==> config.mk <==
export PLATFORM = sky130hd
export DESIGN_NAME = layer_sequencer
export DESIGN_NICKNAME = d
export VERILOG_FILES = /design/src/rtl/layer_sequencer_pkg.sv /design/src/rtl/layer_sequencer_timeout.sv /design/src/rtl/layer_sequencer.sv
export SDC_FILE = /design/constraint.sdc
export NUM_CORES = 1
export LEC_CHECK = 0
export CORE_ASPECT_RATIO = 0.6
export CORE_UTILIZATION = 30
export DETAILED_ROUTE_END_ITERATION = 10
export HOLD_SLACK_MARGIN = 0.1
export PLACE_DENSITY = 0.6
export SLEW_MARGIN = 25
export SYNTH_ARGS = -nofsm -noshare
export SYNTH_HDL_FRONTEND = slang
export SYNTH_SLANG_ARGS = --single-unit
export TNS_END_PERCENT = 30
==> constraint.sdc <==
create_clock -name clk -period 2.96 [get_ports clk]
set_input_delay 0.888 -clock clk [delete_from_list [all_inputs] [get_ports clk]]
set_output_delay 0.888 -clock clk [all_outputs]
set_load 0.1 [all_outputs]
==> src/rtl/layer_sequencer_pkg.sv <==
`default_nettype none
// ============================================================================
// Module      : layer_sequencer_pkg
// Description : State encoding and mode constants shared by the layer
//               sequencer and the weight pipeline controller.
// Revision    : 1.0 - initial release
// ============================================================================
package layer_sequencer_pkg;

    typedef logic [2:0] seq_state_t;

    localparam seq_state_t ST_IDLE      = 3'd0;
    localparam seq_state_t ST_LOAD_REQ  = 3'd1;
    localparam seq_state_t ST_LOAD      = 3'd2;
    localparam seq_state_t ST_LAYER_REQ = 3'd3;
    localparam seq_state_t ST_LAYER     = 3'd4;
    localparam seq_state_t ST_GAP       = 3'd5;
    localparam seq_state_t ST_DONE      = 3'd6;

    localparam logic [2:0] MODE_IDLE  = 3'd0;
    localparam logic [2:0] MODE_LOAD  = 3'd1;
    localparam logic [2:0] MODE_LAYER = 3'd2;

    // Mode presented to the controller while the sequencer sits in a state.
    function automatic logic [2:0] state_mode(input seq_state_t st);
        logic [2:0] m;
        case (st)
            ST_LOAD_REQ, ST_LOAD:   m = MODE_LOAD;
            ST_LAYER_REQ, ST_LAYER: m = MODE_LAYER;
            default:                m = MODE_IDLE;
        endcase
        return m;
    endfunction

endpackage
`default_nettype wire

==> src/rtl/layer_sequencer_timeout.sv <==
`default_nettype none
// ============================================================================
// Module      : seq_timeout
// Description : Handshake watchdog. Reloads while clear is high, then counts
//               down once per cycle; expired is high on the CYCLES-th cycle
//               after clear drops and stays high until the next clear.
// Revision    : 1.0 - initial release
// ============================================================================
module seq_timeout #(
    parameter int CYCLES = 16
) (
    input  logic clk,
    input  logic rst,
    input  logic clear,
    output logic expired
);
    import layer_sequencer_pkg::*;

    localparam int              CW     = (CYCLES > 1) ? $clog2(CYCLES) : 1;
    localparam logic [CW-1:0]   c_load = CW'(CYCLES - 1);
    localparam logic [CW-1:0]   c_one  = CW'(1);

    logic [CW-1:0] r_count;

    // Reload on clear, otherwise count down and hold at zero.
    always_ff @(posedge clk) begin
        if (rst || clear) begin
            r_count <= c_load;
        end else if (r_count != '0) begin
            r_count <= r_count - c_one;
        end
    end

    assign expired = (r_count == '0);

endmodule
`default_nettype wire

==> src/rtl/layer_sequencer.sv <==
`default_nettype none
// ============================================================================
// Module      : layer_sequencer
// Description : Per-layer command sequencer for the weight pipeline
//               controller: load request, weight-word streaming, layering
//               request, compute window, one-cycle mode gap between layers.
// Revision    : 1.0 - initial release
// ============================================================================
module layer_sequencer #(
    parameter int CNT_W     = 8,
    parameter int LYR_W     = 4,
    parameter int TO_CYCLES = 16
) (
    input  logic             clk,
    input  logic             rst,
    input  logic             start,
    input  logic [LYR_W-1:0] num_layers,
    input  logic [CNT_W-1:0] load_len,
    input  logic [CNT_W-1:0] layer_len,
    input  logic             load_ready,
    input  logic             layer_ready,
    output logic [2:0]       mode,
    output logic             w_valid,
    output logic [CNT_W-1:0] w_idx,
    output logic             compute_en,
    output logic [LYR_W-1:0] layer_idx,
    output logic             busy,
    output logic             done,
    output logic             err
);
    import layer_sequencer_pkg::*;

    localparam logic [CNT_W-1:0] c_cnt_one = CNT_W'(1);
    localparam logic [LYR_W-1:0] c_lyr_one = LYR_W'(1);

    seq_state_t       r_state;
    seq_state_t       w_next;
    logic [CNT_W-1:0] r_cnt;
    logic [CNT_W-1:0] w_next_cnt;
    logic [LYR_W-1:0] r_num_layers;
    logic [CNT_W-1:0] r_load_len;
    logic [CNT_W-1:0] r_layer_len;
    logic             w_start;
    logic             w_timeout;
    logic             w_in_req;
    logic             w_expired;

    assign w_start  = (r_state == ST_IDLE) && start;
    assign w_in_req = (r_state == ST_LOAD_REQ) || (r_state == ST_LAYER_REQ);

    // The watchdog is held in reload outside the two request states, so each
    // request visit starts a fresh window.
    seq_timeout #(
        .CYCLES (TO_CYCLES)
    ) u_timeout (
        .clk     (clk),
        .rst     (rst),
        .clear   (!w_in_req),
        .expired (w_expired)
    );

    // Next-state selection; a ready in the final window cycle wins over expiry.
    always_comb begin
        w_next    = r_state;
        w_timeout = 1'b0;
        case (r_state)
            ST_IDLE: begin
                if (start) begin
                    if (num_layers == '0)    w_next = ST_DONE;
                    else if (load_len == '0) w_next = ST_LAYER_REQ;
                    else                     w_next = ST_LOAD_REQ;
                end
            end
            ST_LOAD_REQ: begin
                if (load_ready) begin
                    w_next = ST_LOAD;
                end else if (w_expired) begin
                    w_next    = ST_IDLE;
                    w_timeout = 1'b1;
                end
            end
            ST_LOAD: begin
                if (r_cnt == r_load_len - c_cnt_one) w_next = ST_LAYER_REQ;
            end
            ST_LAYER_REQ: begin
                if (layer_ready) begin
                    w_next = ST_LAYER;
                end else if (w_expired) begin
                    w_next    = ST_IDLE;
                    w_timeout = 1'b1;
                end
            end
            ST_LAYER: begin
                if (r_cnt == r_layer_len - c_cnt_one) begin
                    w_next = (layer_idx == r_num_layers - c_lyr_one) ? ST_DONE : ST_GAP;
                end
            end
            ST_GAP:  w_next = (r_load_len == '0) ? ST_LAYER_REQ : ST_LOAD_REQ;
            ST_DONE: w_next = ST_IDLE;
            default: w_next = ST_IDLE;
        endcase

        // The shared counter runs only while staying in LOAD or LAYER, so it
        // is zero on the first cycle of each of those phases.
        if ((w_next == r_state) && ((r_state == ST_LOAD) || (r_state == ST_LAYER))) begin
            w_next_cnt = r_cnt + c_cnt_one;
        end else begin
            w_next_cnt = '0;
        end
    end

    // State and word/cycle counter registers.
    always_ff @(posedge clk) begin
        if (rst) begin
            r_state <= ST_IDLE;
            r_cnt   <= '0;
        end else begin
            r_state <= w_next;
            r_cnt   <= w_next_cnt;
        end
    end

    // Run parameters captured on an accepted start; a zero compute length
    // is stored as one so the compare above needs no special case.
    always_ff @(posedge clk) begin
        if (rst) begin
            r_num_layers <= '0;
            r_load_len   <= '0;
            r_layer_len  <= '0;
        end else if (w_start) begin
            r_num_layers <= num_layers;
            r_load_len   <= load_len;
            r_layer_len  <= (layer_len == '0) ? c_cnt_one : layer_len;
        end
    end

    // Registered outputs, decoded from the state being entered.
    always_ff @(posedge clk) begin
        if (rst) begin
            mode       <= MODE_IDLE;
            w_valid    <= 1'b0;
            w_idx      <= '0;
            compute_en <= 1'b0;
            busy       <= 1'b0;
            done       <= 1'b0;
        end else begin
            mode       <= state_mode(w_next);
            w_valid    <= (w_next == ST_LOAD);
            w_idx      <= (w_next == ST_LOAD) ? w_next_cnt : '0;
            compute_en <= (w_next == ST_LAYER);
            busy       <= (w_next != ST_IDLE);
            done       <= (w_next == ST_DONE);
        end
    end

    // Layer index advances as the gap cycle ends; error flag is sticky.
    always_ff @(posedge clk) begin
        if (rst) begin
            layer_idx <= '0;
            err       <= 1'b0;
        end else begin
            if (w_start)                 layer_idx <= '0;
            else if (r_state == ST_GAP)  layer_idx <= layer_idx + c_lyr_one;

            if (w_start)                 err <= 1'b0;
            else if (w_timeout)          err <= 1'b1;
        end
    end

endmodule
`default_nettype wire

==> results.sh, run 1 <==
export IMPL_hp_class="reg2reg"
export IMPL_synth_edff_count=0
export IMPL_synth_most_common_cell="nand2_1"
export IMPL_synth_distinct_cells=50
export IMPL_grt_max_degree=23
export IMPL_hold_violations=0
export IMPL_grt_use_met1_pct=21.7
export IMPL_slew_violations=0
export IMPL_cap_violations=0
export IMPL_grt_usage_pct=15.8
export IMPL_core_sq_mm=0.00875
export IMPL_grt_pass1_vias=2407
export IMPL_die_area_sq_mm=0.00966
export IMPL_nets=426
export IMPL_path_clk_slew_ps=70
export IMPL_clock_sinks=54
export IMPL_dpl_cell_area_sq_mm=0.00343
export IMPL_syn_inst=335
export IMPL_antenna_found_initial=0
export IMPL_cts_buffers_inserted=5
export IMPL_clock_path_buffers=2
export IMPL_die_h_microns=76.5
export IMPL_drt_initial_drc_count=183
export IMPL_drc_errors=0
export IMPL_cts_tree="yes"
export IMPL_synth_async_reset_ratio_pct=0
export IMPL_synthAdderAreaFrac_pct=2.70
export IMPL_max_freq_mhz=361
export IMPL_busiest_layer="met2"
export IMPL_grt_pass1_wl_microns=11900
export IMPL_area_growth_pct=29.3
export IMPL_cts_hold_buf=0
export IMPL_setup_worst_path_class="in2reg"
export IMPL_start_util_pct=31.7
export IMPL_slew_limit_headroom_pct=54.1
export IMPL_root_buffer="clkbuf_16"
export IMPL_gp_congestion=0.850
export IMPL_worstMarginPinSlew_ps=682
export IMPL_cts_setup_buffers=0
export IMPL_fin_skew_ps=5.50
export IMPL_cp_start_kind="primary input"
export IMPL_leakage_nw=1.36
export IMPL_fin_crit_sh_pct=93.5
export IMPL_grt_use_met3_pct=3.79
export IMPL_syn_num_nets=366
export IMPL_yosys_area_top_type="dfxtp_1"
export IMPL_crit_arrival_ps=3000
export IMPL_synth_avg_cell_area_sq_um=8.29
export IMPL_setup_viol=0
export IMPL_vias=2508
export IMPL_rows=26
export IMPL_multi_input_area_sq_mm=0.00158
export IMPL_cts_resized=0
export IMPL_antenna_cells=0
export IMPL_fill_cells=891
export IMPL_finish_instance_area_sq_mm=0.00359
export IMPL_synth_mux_area_share_pct=0.360
export IMPL_syn_area_sq_mm=0.00278
export IMPL_hold_ws_ps=482
export IMPL_critPathRequiredTime_ps=3190
export IMPL_ys_seq_elements=54
export IMPL_synth_top_cell_area_share_pct=38.9
export IMPL_drive_gt1_share_pct=16.9
export IMPL_min_period_ps=2770
export IMPL_htree_num_levels=2
export IMPL_insertion_delay_ps=300
export IMPL_status="completed"
export IMPL_peakVddDrop_mv=0.259
export IMPL_yosys_warnings=0
export IMPL_critPathMaxFanout=8
export IMPL_avgViaCountPerCell=4.94
export IMPL_synth_common_cells="nand2_1, dfxtp_1, a21oi_1, nor2_1, xnor2_1"
export IMPL_antenna_left=0
export IMPL_synth_compound_area_share_pct=16.0
export IMPL_ys_seq_area_share_pct=38.9
export IMPL_port_buffer_count=43
export IMPL_synthTopCellsByArea="dfxtp_1, nand2_1, xnor2_1"
export IMPL_powerDensity_mw_per_mm2=540
export IMPL_regArea_sq_mm=0.00108
export IMPL_synthXorXnorAreaFrac_pct=10.7
export IMPL_wl_per_cell_microns=13.9
export IMPL_dieWidth_microns=126
export IMPL_grt_overflow=0
export IMPL_yosys_area_share_simple_pct=26.5
export IMPL_gr_usage_met2_pct=23.8
export IMPL_synth_ff_type="dfxtp_1"
export IMPL_drtPass1Iterations=4
export IMPL_end_kind="flop"
export IMPL_rsz0062_at_grt="false"
export IMPL_synth_top_family_by_area="simple AND/OR/NAND/NOR gates"
export IMPL_io_pins=45
export IMPL_dp_hpwl_microns=5470
export IMPL_drt_total_wl_microns=7070
[area by class of cell]
class	count	area share, %
Clock buffer	6	3.87
Sequential cell	54	30.1
Tap cell	112	3.90
Timing Repair Buffer	70	16.3
Clock inverter	2	0.348
Multi-Input combinational cell	250	44.0
Inverter	14	1.46
[report_power, final]
part / switching (mW) / leakage [nW] / internal (mW)
Clock: 0.273 / 0.0729 / 0.336
Sequential: 0.0445 / 0.439 / 0.767
Combinational: 0.304 / 0.846 / 0.214
[per-layer routing]
metal,wire (microns),up-vias
met4,104,0
li1,-,1278
met1,3660,1165
met3,365,7
met5,0,-
met2,2930,58
[registers in the layout (all words and copies together) (netlist names), 2 cells and up]
name and flops:
mode 2, w_idx 8, r_num_layers 4, r_cnt 8
u_timeout.r_count 4, r_state 3, r_layer_len 8, layer_idx 4
r_load_len 8
[cell usage in the layout, fill, tap and decap left out, types with 2 or more instances in the layout]
| master | count |
|---|---|
| nand2_1 | 58 |
| dfxtp_1 | 54 |
| buf_4 | 46 |
| a21oi_1 | 32 |
| nor2_1 | 24 |
| clkdlybuf4s50_1 | 24 |
| xnor2_1 | 22 |
| inv_1 | 14 |
| xor2_1 | 12 |
| nor3_1 | 10 |
| nand2b_1 | 8 |
| o21ai_0 | 8 |
| nand3_1 | 8 |
| nor4_1 | 6 |
| ha_1 | 6 |
| nor4_2 | 5 |
| clkbuf_16 | 5 |
| nor4b_2 | 4 |
| and3_1 | 4 |
| a211oi_1 | 3 |
| or3_1 | 3 |
| a2111oi_0 | 2 |
| a311oi_1 | 2 |
| nand4_1 | 2 |
| o211ai_1 | 2 |
| a41oi_1 | 2 |
| nor3b_1 | 2 |
| nor2b_1 | 2 |
| nor4b_1 | 2 |
| a21o_1 | 2 |
[cells by family (layout without fill, tap and decap cells)]
group / Yosys count / after routing
buffers and inverters: 31 / 92
muxes: 1 / 1
AOI/OAI and AO/OA: 65 / 65
xor gates and xnor gates: 34 / 34
DFF: 54 / 54
and+or+nand+nor: 143 / 143
other: 1 / 1
adders and majority gates: 6 / 6
[path summary, 6_finish.rpt]
| check | from | endpoint | slack, ps | cells after the start |
|---|---|---|---|---|
| max | num_layers[1] | w_idx[3] | 190 | 11 |
| min | r_layer_len[7] | r_layer_len[7] | 480 | 2 |
| max reg2reg | r_load_len[1] | mode[1] | 270 | 10 |
| min reg2reg | r_layer_len[7] | r_layer_len[7] | 480 | 2 |
[critical path, cell delays in order]
cell and delay [ps]:
clkdlybuf4s50_1 430, nor4_2 280, buf_4 160, a21o_1 90, a21oi_1 60, a2111oi_0 390, buf_4 180, a311o_1 130
nand4_1 100, buf_4 180, nor2_1 120
[through the flow]
step                      TNS (ps)  power (mW)  util (%)  instances  setup slack, ps
final                            0        1.94      41.0        508              192
after global routing             0        2.04      41.0        508             13.8
after CTS                        0        1.96      41.0        508              128
after detailed placement     -1880        1.34      39.2        500             -165
after global placement       -1560        1.33      39.2        500             -139
after floorplan                  0        1.17         -        335              367
(Power assumes the default switching activity.)
==> run 2, diff against run 1 <==
- CAP_MARGIN: default -> 15
==> results of run 2 <==
The final DEF is identical to that of run 1; final timing and power are the same.
